==> src/rtl/seq_detector_param_if.sv <==
// Serial pattern detector bus: bit stream in, match status out.
// SEQDET_PAT_LOAD_EN adds the runtime pattern load signals.
interface seq_detector_param_if #(
  parameter int N     = 4,
  parameter int CNT_W = 8
);
  logic                 en;
  logic                 clr;
  logic                 x;
  logic                 y;
  logic                 y_q;
  logic [CNT_W-1:0]     count;
  logic [$clog2(N)-1:0] state;
`ifdef SEQDET_PAT_LOAD_EN
  logic                 load;
  logic [N-1:0]         pat_in;

  modport master (
    output en, clr, x, load, pat_in,
    input  y, y_q, count, state
  );
  modport slave (
    input  en, clr, x, load, pat_in,
    output y, y_q, count, state
  );
`else
  modport master (
    output en, clr, x,
    input  y, y_q, count, state
  );
  modport slave (
    input  en, clr, x,
    output y, y_q, count, state
  );
`endif
endinterface

==> src/rtl/seq_detector_param.sv <==
// KMP-style serial pattern detector, Mealy + registered match, sat counter.
// SEQDET_PAT_LOAD_EN: pattern becomes a register loadable via load/pat_in.
module seq_detector_param #(
  parameter int           N       = 4,
  parameter logic [N-1:0] PATTERN = 4'b1101,
  parameter int           OVERLAP = 1,
  parameter int           CNT_W   = 8
) (
  input logic                clk,
  input logic                reset,
  seq_detector_param_if.slave bus
);
  localparam int SW = $clog2(N);

  // Longest suffix of (prefix[s] . b) that is a proper prefix of pat.
  function automatic logic [SW-1:0] kmp_next(
    input logic [N-1:0]  pat,
    input logic [SW-1:0] s,
    input logic          b
  );
    logic [SW-1:0] res;
    logic          ok;
    logic          c;
    int            idx;
    res = '0;
    for (int k = 1; k < N; k++) begin
      if (k <= int'(s) + 1) begin
        ok = 1'b1;
        for (int j = 0; j < N; j++) begin
          if (j < k) begin
            idx = int'(s) + 1 - k + j;
            c   = (idx == int'(s)) ? b : pat[N-1-idx];
            if (c != pat[N-1-j]) ok = 1'b0;
          end
        end
        if (ok) res = SW'(k);
      end
    end
    return res;
  endfunction

  logic [N-1:0]     pat;
  logic             ld;
  logic [SW-1:0]    state_q, state_d;
  logic             match_q, match_d;
  logic [CNT_W-1:0] count_q, count_d;
  logic             hit;
  logic [SW-1:0]    nxt;

`ifdef SEQDET_PAT_LOAD_EN
  logic [N-1:0] pat_q, pat_d;

  // Pattern register takes pat_in whenever load is asserted.
  always_comb begin
    pat_d = pat_q;
    if (bus.load) pat_d = bus.pat_in;
  end

  // Pattern register; resets to the elaborated pattern.
  always_ff @(posedge clk or negedge reset) begin
    if (!reset) pat_q <= PATTERN;
    else        pat_q <= pat_d;
  end

  assign pat = pat_q;
  assign ld  = bus.load;
`else
  assign pat = PATTERN;
  assign ld  = 1'b0;
`endif

  assign hit = bus.en & ~bus.clr & ~ld
             & (state_q == SW'(N - 1))
             & (bus.x == pat[0]);
  assign nxt = kmp_next(pat, state_q, bus.x);

  // Next-state: clr beats load beats en; match may restart or follow border.
  always_comb begin
    state_d = state_q;
    match_d = match_q;
    count_d = count_q;
    if (bus.clr) begin
      state_d = '0;
      match_d = 1'b0;
      count_d = '0;
    end else if (ld) begin
      state_d = '0;
      match_d = 1'b0;
    end else if (bus.en) begin
      state_d = (hit && OVERLAP == 0) ? '0 : nxt;
      match_d = hit;
      if (hit && count_q != '1) count_d = count_q + CNT_W'(1);
    end
  end

  // Detector state, registered match and counter.
  always_ff @(posedge clk or negedge reset) begin
    if (!reset) begin
      state_q <= '0;
      match_q <= 1'b0;
      count_q <= '0;
    end else begin
      state_q <= state_d;
      match_q <= match_d;
      count_q <= count_d;
    end
  end

  assign bus.y     = hit;
  assign bus.y_q   = match_q;
  assign bus.count = count_q;
  assign bus.state = state_q;
endmodule

==> src/flat_wrapper.sv <==
// flat-port wrapper written by rule: the top's interface ports become plain ports
module seq_detector_param_flat 
#(
  parameter int           N       = 4,
  parameter logic [N-1:0] PATTERN = 4'b1101,
  parameter int           OVERLAP = 1,
  parameter int           CNT_W   = 8
)
  (clk, reset, bus_en, bus_clr, bus_x, bus_y, bus_y_q, bus_count, bus_state);
  seq_detector_param_if #(.N(N), .CNT_W(CNT_W)) bus_i ();
  input logic clk;
  input logic reset;
  input wire logic [$bits(bus_i.en)-1:0] bus_en;
  input wire logic [$bits(bus_i.clr)-1:0] bus_clr;
  input wire logic [$bits(bus_i.x)-1:0] bus_x;
  output wire logic [$bits(bus_i.y)-1:0] bus_y;
  output wire logic [$bits(bus_i.y_q)-1:0] bus_y_q;
  output wire logic [$bits(bus_i.count)-1:0] bus_count;
  output wire logic [$bits(bus_i.state)-1:0] bus_state;
  assign bus_i.en = bus_en;
  assign bus_i.clr = bus_clr;
  assign bus_i.x = bus_x;
  assign bus_y = bus_i.y;
  assign bus_y_q = bus_i.y_q;
  assign bus_count = bus_i.count;
  assign bus_state = bus_i.state;
  seq_detector_param #(.N(N), .PATTERN(PATTERN), .OVERLAP(OVERLAP), .CNT_W(CNT_W)) u_core (.clk(clk), .reset(reset), .bus(bus_i));
endmodule
==> config.mk <==
export PLATFORM = sky130hd
export DESIGN_NAME = seq_detector_param_flat
export DESIGN_NICKNAME = d
export VERILOG_FILES = /design/src/rtl/seq_detector_param_if.sv /design/src/rtl/seq_detector_param.sv /design/src/flat_wrapper.sv
export SDC_FILE = /design/constraint.sdc
export NUM_CORES = 1
export LEC_CHECK = 0
export BUFFER_PORTS_ARGS = -buffer_cell sky130_fd_sc_hd__clkbuf_2
export CAP_MARGIN = 20
export CORE_MARGIN = 2
export CORE_UTILIZATION = 55
export DETAILED_ROUTE_END_ITERATION = 12
export HOLD_SLACK_MARGIN = 0.03
export PLACE_DENSITY_LB_ADDON = 0.3
export SLEW_MARGIN = 20
export SYNTH_ARGS = -nofsm -noshare
export SYNTH_HDL_FRONTEND = slang
export SYNTH_SLANG_ARGS = --single-unit
==> constraint.sdc <==
create_clock -name clk -period 5.2 [get_ports clk]
set_clock_uncertainty 0.15 [all_clocks]
set_input_delay 0.52 -clock clk [delete_from_list [all_inputs] [get_ports clk]]
set_output_delay 0.52 -clock clk [all_outputs]
set_load 0.02 [all_outputs]
# Yosys cells after proc, flatten, opt, wreduce, memory -nomap -nowiden
# Cells that the tools add are included.
# totals
word_cells,88
ff_bits,11
# classes
n_reduce_logical,4
n_mux,46
n_addsub,14
eq_ne,8
bitwise,4
order_cmp,9
# ops
cell,n
32-bit by 3-bit == test with 1-bit output,6
32-bit by 4-bit < comparator with 1-bit output (second input constant),6
3-bit by 32-bit subtractor with 32-bit output (first input constant),6
32-bit by 2-bit adder with 32-bit output (second input constant),2
3-bit by 32-bit <= comparator with 1-bit output (first input constant),2
32-bit by 3-bit subtractor with 32-bit output (second input constant),2
32-bit by 3-bit adder with 32-bit output (second input constant),1
2-bit by 32-bit <= comparator with 1-bit output (first input constant),1
32-bit by 2-bit subtractor with 32-bit output (second input constant),1
1-bit two-way mux,31
8-bit two-way mux,3
1-bit binary-select mux with 2-bit select,6
2-bit two-way mux,6
8-bit by 1-bit adder with 8-bit output (second input constant),1
8-bit != test (second input constant),1
2-bit nonzero test,2
2-bit by 1-bit adder with 3-bit output (second input constant),1
1-bit bitwise AND,3
2-bit == test (second input constant),1
2-bit AND reduction,1
1-bit logical AND,1
1-bit inverter,1

# Logic depth before layout (Yosys ltp)
# Gate-level depths: netlist (run 1).
# depth
ltp_word,17
mapped_depth,10
depth_no_buf,10

# Worst setup path after synthesis (run 1)
# Ideal clock, no wire load.
# synth_path
path_type,flip-flop to flip-flop
from,register u_core.state_q[0] (netlist: u_core.bus.state[0])
to,register u_core.state_q[1] (netlist: u_core.bus.state[1])
stages_incl_launch_ff,11
setup_slack_ns,2.786
synth_period_minus_slack_ns,2.414
n_path_buf,0
t_arrival_ns,2.160
cell_sequence,dfrtp_1 -> inv_1 -> ha_1 -> inv_1 -> ha_1 -> inv_1 -> ha_1 -> nor3_1 -> a21oi_1 -> o31a_1 -> a221oi_1
# synth_between
elab_chain_cells,16
word_cells_on_any_way,51
# synth_lines
element,line,source
"start, declared",seq_detector_param.sv:44,"logic [SW-1:0] state_q, state_d;"
"start signal, assigned",seq_detector_param.sv:103,state_q <= state_d;
2-bit by 1-bit adder with 3-bit output,"seq_detector_param.sv:27, seq_detector_param.sv:31",
32-bit by 3-bit subtractor with 32-bit output,seq_detector_param.sv:31,idx = int'(s) + 1 - k + j;
32-bit by 2-bit adder with 32-bit output or 3-bit by 32-bit subtractor with 32-bit output (tied branches),"seq_detector_param.sv:31, seq_detector_param.sv:32",
3-bit by 32-bit subtractor with 32-bit output or 1-bit binary-select mux with 2-bit select (tied branches),seq_detector_param.sv:32,c = (idx == int'(s)) ? b : pat[N-1-idx];
1-bit binary-select mux with 2-bit select or 1-bit two-way mux (tied branches),seq_detector_param.sv:32,
1-bit two-way mux (implied by the code) (2 in a row),seq_detector_param.sv:32,
1-bit two-way mux (on tied branches),"seq_detector_param.sv:32, seq_detector_param.sv:33",
1-bit two-way mux,seq_detector_param.sv:33,if (c != pat[N-1-j]) ok = 1'b0;
1-bit two-way mux,seq_detector_param.sv:27,if (k <= int'(s) + 1) begin
2-bit two-way mux,seq_detector_param.sv:36,if (ok) res = SW'(k);
2-bit two-way mux,seq_detector_param.sv:27,
2-bit two-way mux,seq_detector_param.sv:36,
2-bit two-way mux *,seq_detector_param.sv:27,
2-bit two-way mux *,seq_detector_param.sv:89,end else if (bus.en) begin
2-bit two-way mux *,seq_detector_param.sv:82,if (bus.clr) begin
# Mark *: on every way between the ends. The rest lies on a longest branch, timed or not. The select of a mux whose other input is x is not followed.
# A chain may end at the register's enable or synchronous reset.

# Final worst setup path (run 1)
# layout_path
from,register u_core.state_q[0] (netlist: u_core.bus.state[0])
to,register u_core.state_q[0] (netlist: u_core.bus.state[0])
# layout_between
elab_chain_cells,17
word_cells_on_any_way,63
# layout_lines
element,line
"parallel branches: the longest is 14 deep, another holds 32-bit by 3-bit subtractor with 32-bit output",n/a
2-bit two-way mux *,seq_detector_param.sv:27
2-bit two-way mux *,seq_detector_param.sv:89
2-bit two-way mux *,seq_detector_param.sv:82
# Every way passes the cells marked *. The select of a mux whose other input is x is not followed.

==> summary.txt, run 1 <==
Floorplanning
  • Core Region: around 1300 µm²
  • Initial core utilization: 58.6%
  • Die Height: approximately 40 µm
  • Die Footprint: approximately 1700 µm²
  • Rows: 13
  • I/O pin cnt: 17
  • Horiz. Die Dim: a little over 40 µm

Critical path
  • Required @ worst endpoint: about 5.2 ns
  • Critical Path Fanout Max: 6
  • Critical path cell sequence: inv_1, ha_1, inv_1, ha_1, inv_1, ha_1, nor3_1, a21oi_1, o31a_1, a221oi_1
  • Worst Path Arrival: about 2.6 ns
  • Worst setup SP type: flop
  • Critical Path End Type: flop
  • Crit Path Class: reg2reg
  • Slowest stage delay, CP: ~0.45 ns
  • CP max-delay cell: dfrtp_1

Timing
  • Max-slew violations: 0
  • Rel. slew slack: around four fifths
  • Period utilization: between 40% and 50%
  • Hold Vio Cnt, Final: 0
  • Peak Freq: roughly 390 MHz
  • RSZ-0062 raised after global routing: no
  • Worst slew pin tran: 0.303 ns
  • Fin Hold WS: 0.324 ns
  • Setup TNS: 0 ns
  • Setup-failing EPs final: 0
  • Setup WS post-layout: 2.61 ns
  • Tmin final: ~2.6 ns

Synth
  • Synth Net Count: between 90 and 100
  • Synth area leaders: dfrtp_1, ha_1, xnor2_1
  • Main synth FF type: dfrtp_1
  • Mean Syn Cell Area: 9.65 µm²
  • Cell taking the most area after synthesis: dfrtp_1
  • EDFF count, synth: 0
  • Synthesized cell area: between 700 and 800 µm²
  • Syn Inst Count: 79
  • Register area share after synthesis: 36.1%
  • Synth warn: 0
  • FF+latch count, synth: 11
  • Top cell type's share of synthesized area: between 30% and 40%
  • Cell variety after synth: 30
  • FFs w/ async S/R, synth: 100%

Clock tree
  • Clock Pin Slew Worst Setup and Hold Paths: around 0.070 ns
  • Root Driver: clkbuf_4
  • Post_cts resized: 0
  • CTS tree: done
  • Clk sinks: 11
  • H-Tree Depth: 1
  • Clock buffer count from CTS: 3
  • Skew-Pair Late Insertion Delay: between 0.2 and 0.3 ns
  • # Post-CTS Setup Buffers: 0
  • Clock Path Buffers: 2

GRT
  • GRT Total Usage: between 20% and 30%
  • Vias in the first global route: about 570
  • First-pass GRT wire length: about 2.3 mm
  • Largest net degree at the start of global routing: 13
  • Initial antenna violation count: 0
  • GRT overflow: 0

Pwr
  • Leak Pwr: around 0.45 nW
  • Power Dens Cells: between 200 and 250 nW/µm²
  • Max VDD drop: 0.141 mV

Final layout
  • Inserted Diodes: 0
  • Layout cell share with drive strength beyond 1: about a fifth
  • Fin util: between 60% and 70%
  • Post-route cell area: about 890 µm²
  • Area growth syn-to-layout: 17.2%
  • Final nets: about 110

Route
  • Routed Wire Length: 1.58 mm
  • Via count: 659
  • Vias/cell: 5.78
  • DR iter-0 viols: 8
  • WL per Instance: 13.8 µm
  • Residual DRC: 0
  • Initial DRT Pass Iterations: 4
  • ANT nets after route: 0

Placement
  • Area after DPL: around 860 µm²
  • Post-Place Worst Slack: around 2.6 ns
  • Dpl hpwl: ~1.2 mm
  • Placer Congestion: ~0.9
  • Port bufs: 16

Run status
  • Status: finished, final reports clean

Flow run
  • Maxcap violations: 0

Min path
  • Hold/Removal Path Class: reg2reg
[cells in the mapped netlist, types with 3 or more instances]
master	instances
nor2_1	7
inv_1	8
a21oi_1	3
ha_1	9
dfrtp_1	11
nand2_1	4
xnor2_1	4
[repair_timing]
item                                    4_1_cts  5_1_grt
hold buffers                                  1        0
endpoints found under the hold margin        11        0
endpoints found under the setup margin        0        0
[worst max-delay path: cells and delay by family (launching register included)]
kind / cells / cell delay (ns)
flops: 1 / 0.45
simple gates: 1 / 0.18
compound gates: 3 / 0.65
fa+ha+maj: 3 / 0.76
buf+inv: 3 / 0.29
[path summary, 6_finish.rpt]
kind | slack [ns] | to | cells past startpoint | from
min reg2reg | 0.32 | u_core.bus.y_q$_DFFE_PN0P_ | 2 | u_core.bus.y_q$_DFFE_PN0P_
max reg2reg | 2.61 | u_core.bus.state[0]$_DFFE_PN0P_ | 10 | u_core.bus.state[0]$_DFFE_PN0P_
max in group asynchronous | 4.16 | u_core.bus.count[2]$_DFFE_PN0P_ | 2 | reset
min in group asynchronous | 0.52 | u_core.bus.count[4]$_DFFE_PN0P_ | 2 | reset
min | 0.32 | u_core.bus.y_q$_DFFE_PN0P_ | 2 | u_core.bus.y_q$_DFFE_PN0P_
max | 2.61 | u_core.bus.state[0]$_DFFE_PN0P_ | 10 | u_core.bus.state[0]$_DFFE_PN0P_
[cell usage in the layout, fill, tap and decap left out, types with 2 or more instances in the layout]
cell	count
and3_1	2
ha_1	9
clkbuf_4	3
nand4_1	2
or4_1	2
xnor2_1	4
a221oi_1	2
nor3_1	2
xor2_1	2
clkbuf_2	16
nand2_1	4
a21oi_1	3
dfrtp_1	11
o31ai_1	2
mux2i_1	2
nor2_1	7
nand3_1	2
inv_1	8
o21ai_0	2
[where the power goes]
| group | internal (mW) | switching, mW | total, mW |
|---|---|---|---|
| sequential | 0.0872 | 0.00313 | 0.0904 |
| clock | 0.0297 | 0.0270 | 0.0567 |
| combinational | 0.0219 | 0.0285 | 0.0504 |
[final cells by class]
| class | instances | area [µm²] |
|---|---|---|
| Multi-Input combinational cell | 59 | 453 |
| Inverter | 8 | 30.0 |
| Tap cell | 15 | 18.8 |
| Fill cell | 108 | 408 |
| Timing Repair Buffer | 17 | 90.1 |
| Sequential cell | 11 | 275 |
| Clock buffer | 4 | 26.3 |
[cells by family (layout without fill, tap and decap cells)]
kind of cell | Yosys count | in the layout | share of synthesized area, %
AND/OR/NAND/NOR | 25 | 25 | 17.2
AO/OA/AOI/OAI | 16 | 16 | 14.8
adder cells (fa/ha/maj) | 9 | 9 | 14.8
flip-flops | 11 | 11 | 36.1
buffers and inverters | 9 | 29 | 4.43
multiplexers | 2 | 2 | 2.63
XOR/XNOR | 7 | 7 | 10.0
[sequential cells by signal (all words and copies together), names as in the netlist]
| signal | count |
|---|---|
| u_core.bus.state | 2 |
| u_core.bus.count | 8 |
| u_core.bus.y_q | 1 |
[metrics by stage]
| stage | cells | power [mW] |
|---|---|---|
| floorplan | 79 | 0.127 |
| global placement | 109 | 0.139 |
| detailed placement | 109 | 0.141 |
| finish | 114 | 0.197 |
| CTS | 114 | 0.199 |
| global route | 114 | 0.209 |
[layer usage]
layer	GRT usage, %	part of all wire, %	up-vias
met2	34.8	50	23
met5	0	0	-
met3	12.0	7.0	2
li1	-	-	325
met4	4.03	0.63	0
met1	24.4	43	309
Power figures use the tool's default switching activity.
==> inputs of run 2 (changes only) <==
--- a/config.mk
+++ b/config.mk
@@ -8,7 +8,7 @@
 export BUFFER_PORTS_ARGS = -buffer_cell sky130_fd_sc_hd__clkbuf_2
 export CAP_MARGIN = 20
 export CORE_MARGIN = 2
-export CORE_UTILIZATION = 55
+export CORE_UTILIZATION = 51
 export DETAILED_ROUTE_END_ITERATION = 12
 export HOLD_SLACK_MARGIN = 0.03
 export PLACE_DENSITY_LB_ADDON = 0.3
==> constraint.sdc (replaced) <==
create_clock -name clk -period 2.5 [get_ports clk]
set_clock_uncertainty 0.15 [all_clocks]
set_input_delay 0.25 -clock clk [delete_from_list [all_inputs] [get_ports clk]]
set_output_delay 0.25 -clock clk [all_outputs]
set_load 0.02 [all_outputs]
==> summary.txt, run 2 (synthesis results as in run 1) <==
Run status
  • Status: finished, final reports clean (unchanged)

Final layout
  • Max reg flops: 8 (unchanged)
  • Area growth syn-to-layout: 20.9% (was 17.2%)
  • Non-filler instance count after layout: 116 (was 114)
  • Post-route cell area: 921 µm² (was 893 µm²)
  • Layout cell share with drive strength beyond 1: 26.7% (was 21.2%)
  • Fin util: 68.2% (was 68.7%)
  • Inserted Diodes: 0 (unchanged)
  • Most frequent cells in the layout: clkbuf_2, dfrtp_1, ha_1 (unchanged)
  • Final nets: 116 (was 114)
  • Commonest non-fill, non-tap cell in the layout: clkbuf_2 (unchanged)

Clock tree
  • # Post-CTS Setup Buffers: 0 (unchanged)
  • Clk sinks: 11 (unchanged)
  • Clock buffer count from CTS: 3 (unchanged)
  • CTS tree: done (unchanged)
  • Skew-Pair Late Insertion Delay: 0.28 ns (was 0.27 ns)
  • Clock Pin Slew Worst Setup and Hold Paths: 0.07 ns (about the same)
  • Root Driver: clkbuf_4 (unchanged)
  • Clock Path Buffers: 2 (unchanged)
  • H-Tree Depth: 1 (unchanged)

Timing
  • Fin Hold WS: 0.119 ns (was 0.324 ns)
  • Hold Vio Cnt, Final: 0 (unchanged)
  • Setup-failing EPs final: 0 (unchanged)
  • Worst slew pin tran: 0.357 ns (was 0.303 ns)
  • Peak Freq: 414 MHz (was 386 MHz)
  • Setup WS post-layout: 0.0834 ns (was 2.61 ns)
  • Setup TNS: 0 ns (unchanged)
  • Rel. slew slack: 76.0% (was 79.6%)
  • Max-slew violations: 0 (unchanged)
  • Tmin final: 2.42 ns (was 2.59 ns)
  • Period utilization: 96.7% (was 49.8%)
  • RSZ-0062 raised after global routing: no (unchanged)

Critical path
  • Worst reg2reg path depth: 10 (unchanged)
  • Critical Path End Type: flop (unchanged)
  • Critical Path Fanout Max: 5 (was 6)
  • CP most frequent cell: ha_1
  • Slowest stage delay, CP: 0.40 ns (was 0.45 ns)
  • R2r startpoint: u_core.bus.state[0]$_DFFE_PN0P_ (unchanged)
  • FF-to-FF End: u_core.bus.state[0]$_DFFE_PN0P_ (unchanged)
  • CP max-delay cell: dfrtp_1 (unchanged)
  • Critical path cell sequence: buf_4, ha_1, inv_1, ha_1, inv_1, ha_1, nor3_2, a21oi_1, o31a_1, a221oi_1 (was inv_1, ha_1, inv_1, ha_1, inv_1, ha_1, nor3_1, a21oi_1, o31a_1, a221oi_1)
  • Worst Path Arrival: 2.44 ns (was 2.59 ns)
  • Required @ worst endpoint: 2.53 ns (was 5.20 ns)
  • Crit Path Class: reg2reg (unchanged)
  • Worst setup SP type: flop (unchanged)
  • Reg2Reg Setup Slack: 0.08 ns (was 2.61 ns)

GRT
  • First-pass GRT wire length: 2.70 mm (was 2.29 mm)
  • Initial antenna violation count: 0 (unchanged)
  • GRT busiest layer: met2 (unchanged)
  • Largest net degree at the start of global routing: 13 (unchanged)
  • GRT Total Usage: 20.5% (was 21.3%)
  • GRT overflow: 0 (unchanged)
  • Met2 Use GR: 31.2% (was 34.8%)
  • GR Util met3: 8.09% (was 12.0%)
  • M1 GR Usage: 25.2% (was 24.4%)
  • Vias in the first global route: 610 (was 566)

Floorplanning
  • Die Height: 42.7 µm (was 41.2 µm)
  • Die Footprint: 1820 µm² (was 1700 µm²)
  • I/O pin cnt: 17 (unchanged)
  • Horiz. Die Dim: 42.7 µm (was 41.2 µm)
  • Core Region: 1350 µm² (was 1300 µm²)
  • Rows: 13 (unchanged)
  • Initial core utilization: 56.4% (was 58.6%)

Route
  • Vias/cell: 5.76 (was 5.78)
  • ANT nets after route: 0 (unchanged)
  • Via count: 668 (was 659)
  • Routed Wire Length: 1.61 mm (was 1.58 mm)
  • Initial DRT Pass Iterations: 4 (unchanged)
  • DR iter-0 viols: 7 (was 8)
  • Residual DRC: 0 (unchanged)
  • WL per Instance: 13.8 µm (about the same)

Min path
  • Hold/Removal Path Class: in2reg (was reg2reg)
  • HP Start: bus_en (was u_core.bus.y_q$_DFFE_PN0P_)
  • Hold path depth: 4 (was 2)
  • WHS Endpoint: u_core.bus.y_q$_DFFE_PN0P_ (unchanged)

Placement
  • Dpl hpwl: 1.22 mm (was 1.17 mm)
  • Dpl cells: 111 (was 109)
  • Area after DPL: 872 µm² (was 857 µm²)
  • Port bufs: 16 (unchanged)
  • Post-Place Worst Slack: 0.0330 ns (was 2.61 ns)
  • Placer Congestion: 0.831 (was 0.898)

Flow run
  • Maxcap violations: 0 (unchanged)

Pwr
  • Max VDD drop: 0.305 mV (was 0.141 mV)
  • Leak Pwr: 0.456 nW (was 0.447 nW)
  • Total power: 0.425 mW (was 0.197 mW)
  • Power Dens Cells: 462 nW/µm² (was 221 nW/µm²)
run 2: layout make-up:
cell class	count	area [µm²]
Multi-Input combinational cell	59	464
Fill cell	106	429
Sequential cell	11	277
Timing Repair Buffer	19	105
Inverter	8	30.0
Clock buffer	4	26.3
Tap cell	15	18.8
run 2: power by group:
part           leakage (nW)  internal [mW]  switching [mW]
Combinational         0.291         0.0510          0.0650
Sequential            0.151          0.182         0.00449
Clock                0.0150         0.0620          0.0607
Total                 0.456          0.295           0.130
run 2: worst max-delay path by stage:
stage	start	to	slack [ns]	cells after the start
after floorplan	u_core.bus.state[0]$_DFFE_PN0P_	u_core.bus.state[1]$_DFFE_PN0P_	0.09	10
after detailed placement	u_core.bus.state[0]$_DFFE_PN0P_	u_core.bus.state[1]$_DFFE_PN0P_	0.03	10
after global placement	u_core.bus.state[0]$_DFFE_PN0P_	u_core.bus.state[1]$_DFFE_PN0P_	0.11	10
after global routing	u_core.bus.state[0]$_DFFE_PN0P_	u_core.bus.state[0]$_DFFE_PN0P_	0.02	10
final	u_core.bus.state[0]$_DFFE_PN0P_	u_core.bus.state[0]$_DFFE_PN0P_	0.08	10
after CTS	u_core.bus.state[0]$_DFFE_PN0P_	u_core.bus.state[1]$_DFFE_PN0P_	0.01	10
run 2: what timing repair did:
| action | CTS | global route |
|---|---|---|
| hold buffers | 1 | 0 |
| endpoints found under the hold margin | 11 | 0 |
| setup endpoints to repair | 0 | 2 |
| resized for setup | 0 | 4 |
run 2: per-layer routing:
| layer | routed length, µm | part of all wire, % |
|---|---|---|
| met1 | 767 | 48 |
| met2 | 710 | 44 |
| met3 | 94 | 5.9 |
| met4 | 34 | 2.1 |
| met5 | 0 | 0 |
run 2: worst max-delay path: cells and delay by family (launching register included):
family,cells,cell delay [ns]
AO/OA/AOI/OAI,3,0.61
adder cells (fa/ha/maj),3,0.68
buffers and inverters,3,0.32
flip-flops,1,0.40
AND/OR/NAND/NOR,1,0.15
==> inputs of run 3 (changes only) <==
--- a/config.mk
+++ b/config.mk
@@ -12,6 +12,7 @@
 export DETAILED_ROUTE_END_ITERATION = 12
 export HOLD_SLACK_MARGIN = 0.03
 export PLACE_DENSITY_LB_ADDON = 0.3
+export RECOVER_POWER = 50
 export SLEW_MARGIN = 20
 export SYNTH_ARGS = -nofsm -noshare
 export SYNTH_HDL_FRONTEND = slang
==> summary.txt, run 3 (synthesis results as in run 1) <==
Run status
  • Status: finished, final reports clean (unchanged)

Placement
  • Placer Congestion: 0.831 (unchanged)
  • Dpl hpwl: 1.22 mm (unchanged)
  • Area after DPL: 872 µm² (unchanged)
  • Port bufs: 16 (unchanged)

Final layout
  • Fin util: 67.7% (was 68.2%)
  • Final nets: 116 (unchanged)
  • Layout cell share with drive strength beyond 1: 20.8% (was 26.7%)
  • Inserted Diodes: 0 (unchanged)
  • Post-route cell area: 913 µm² (was 921 µm²)
  • Most frequent cells in the layout: clkbuf_2, dfrtp_1, ha_1 (unchanged)
  • Max reg flops: 8 (unchanged)
  • Area growth syn-to-layout: 19.9% (was 20.9%)

Timing
  • Rel. slew slack: 60.9% (was 76.0%)
  • Max-slew violations: 0 (unchanged)
  • Period utilization: 96.7% (about the same)
  • Worst slew pin tran: 0.586 ns (was 0.357 ns)
  • RSZ-0062 raised after global routing: no (unchanged)
  • Tmin final: 2.42 ns (about the same)
  • Setup TNS: 0 ns (unchanged)
  • Peak Freq: 414 MHz (unchanged)
  • Hold Vio Cnt, Final: 0 (unchanged)
  • Setup-failing EPs final: 0 (unchanged)
  • Fin Hold WS: 0.119 ns (about the same)

Clock tree
  • Skew-Pair Late Insertion Delay: 0.28 ns (about the same)
  • H-Tree Depth: 1 (unchanged)
  • Clock buffer count from CTS: 3 (unchanged)
  • Clock Pin Slew Worst Setup and Hold Paths: 0.07 ns (about the same)
  • Clk sinks: 11 (unchanged)
  • Clock Path Buffers: 2 (unchanged)
  • Root Driver: clkbuf_4 (unchanged)
  • CTS tree: done (unchanged)

Floorplanning
  • I/O pin cnt: 17 (unchanged)
  • Initial core utilization: 56.4% (unchanged)
  • Die Height: 42.7 µm (unchanged)
  • Rows: 13 (unchanged)
  • Die Footprint: 1820 µm² (unchanged)
  • Core Region: 1350 µm² (unchanged)
  • Horiz. Die Dim: 42.7 µm (unchanged)

Critical path
  • Critical Path End Type: flop (unchanged)
  • CP most frequent cell: ha_1 (unchanged)
  • Worst reg2reg path depth: 10 (unchanged)
  • CP max-delay cell: dfrtp_1 (unchanged)
  • Required @ worst endpoint: 2.53 ns (about the same)
  • Crit path buffers/inverters: 3 (unchanged)
  • Crit path max-delay family: adder cells (unchanged)
  • Slowest stage delay, CP: 0.40 ns (about the same)
  • R2r startpoint: u_core.bus.state[0]$_DFFE_PN0P_ (unchanged)
  • Critical path cell sequence: buf_4, ha_1, inv_1, ha_1, inv_1, ha_1, nor3_2, a21oi_1, o31a_1, a221oi_1 (unchanged)
  • Reg2Reg Setup Slack: 0.08 ns (about the same)
  • FF-to-FF End: u_core.bus.state[0]$_DFFE_PN0P_ (unchanged)
  • Critical Path Fanout Max: 5 (unchanged)
  • Worst setup SP type: flop (unchanged)
  • Worst Path Arrival: 2.44 ns (about the same)
  • Crit Path Class: reg2reg (unchanged)

GRT
  • Largest net degree at the start of global routing: 13 (unchanged)
  • Initial antenna violation count: 0 (unchanged)
  • Vias in the first global route: 610 (unchanged)
  • GRT overflow: 0 (unchanged)
  • First-pass GRT wire length: 2.70 mm (unchanged)
  • GRT Total Usage: 20.5% (unchanged)

Min path
  • Hold path depth: 4 (unchanged)
  • WHS Endpoint: u_core.bus.y_q$_DFFE_PN0P_ (unchanged)
  • Hold/Removal Path Class: in2reg (unchanged)
  • HP Start: bus_en (unchanged)

Pwr
  • Clk pwr share: 28.9% (about the same)
  • P_sw: 0.130 mW (about the same)
  • Switching Share: 30.7% (was 30.6%)
  • Leak Pwr: 0.436 nW (was 0.456 nW)
  • Sequential group share of total power: 43.8% (about the same)
  • Comb pwr share: 27.2% (was 27.3%)
  • Internal power: 0.295 mW (about the same)
  • Power Dens Cells: 465 nW/µm² (was 462 nW/µm²)
  • Max VDD drop: 0.305 mV (about the same)

Route
  • Initial DRT Pass Iterations: 4 (unchanged)
  • DR iter-0 viols: 9 (was 7)
  • Routed Wire Length: 1.60 mm (was 1.61 mm)
  • Vias/cell: 5.78 (was 5.76)
  • Via count: 670 (was 668)
  • Residual DRC: 0 (unchanged)
  • WL per Instance: 13.8 µm (about the same)
  • ANT nets after route: 0 (unchanged)

Flow run
  • Maxcap violations: 0 (unchanged)
run 3: changes by cell type in the layout (fill, tap and decap cells not counted):
cell      delta
clkbuf_2     -6
clkbuf_1     +6
run 3: area by class of cell:
cell class,instances,area (µm²)
clock buffers,4,26.3
fillers,109,437
inverters,8,30.0
multi-input cells,59,464
flip-flops and latches,11,277
well taps,15,18.8
repair buffers,19,97.6
run 3: repair_timing:
action,CTS,global route
hold buffers,1,0
gates resized for setup,0,4
setup buffers,0,0
setup endpoints to repair,0,2
endpoints found under the hold margin,11,0
run 3: worst register-to-register path, stage by stage, from the launching register on:
cell      delay, ns
dfrtp_1        0.40
buf_4          0.17
ha_1           0.21
inv_1          0.10
ha_1           0.24
inv_1          0.06
ha_1           0.23
nor3_2         0.16
a21oi_1        0.10
o31a_1         0.26
a221oi_1       0.25
run 3: worst max path at each step:
stage / start / endpoint / cells after the start
2_1_floorplan: u_core.bus.state[0]$_DFFE_PN0P_ / u_core.bus.state[1]$_DFFE_PN0P_ / 10
3_3_place_gp: u_core.bus.state[0]$_DFFE_PN0P_ / u_core.bus.state[1]$_DFFE_PN0P_ / 10
3_5_place_dp: u_core.bus.state[0]$_DFFE_PN0P_ / u_core.bus.state[1]$_DFFE_PN0P_ / 10
4_1_cts: u_core.bus.state[0]$_DFFE_PN0P_ / u_core.bus.state[1]$_DFFE_PN0P_ / 10
5_1_grt: u_core.bus.state[0]$_DFFE_PN0P_ / u_core.bus.state[0]$_DFFE_PN0P_ / 10
6_report: u_core.bus.state[0]$_DFFE_PN0P_ / u_core.bus.state[0]$_DFFE_PN0P_ / 10
run 3: metrics by stage:
stage | cells | total power, mW | setup slack, ns
after floorplan | 79 | 0.265 | 0.0858
after global placement | 111 | 0.292 | 0.112
after detailed placement | 111 | 0.296 | 0.0330
after CTS | 116 | 0.421 | 0.0130
after global routing | 116 | 0.449 | 0.0184
final | 116 | 0.425 | 0.0834
run 3: per-layer routing:
| layer | global-route usage [%] | vias to the layer above | share of wire [%] |
|---|---|---|---|
| met4 | 9.38 | 0 | 2.1 |
| li1 | - | 332 | - |
| met5 | 0 | - | 0 |
| met3 | 8.09 | 4 | 5.8 |
| met2 | 31.2 | 15 | 44 |
| met1 | 25.2 | 319 | 48 |
run 3: power by group through the flow:
stage               clock network [mW]  logic, mW  registers (mW)
floorplan                            0     0.0694           0.195
global placement                     0      0.103           0.189
detailed placement                   0      0.107           0.189
CTS                              0.126      0.109           0.186
global route                     0.135      0.126           0.187
finish                           0.123      0.116           0.186
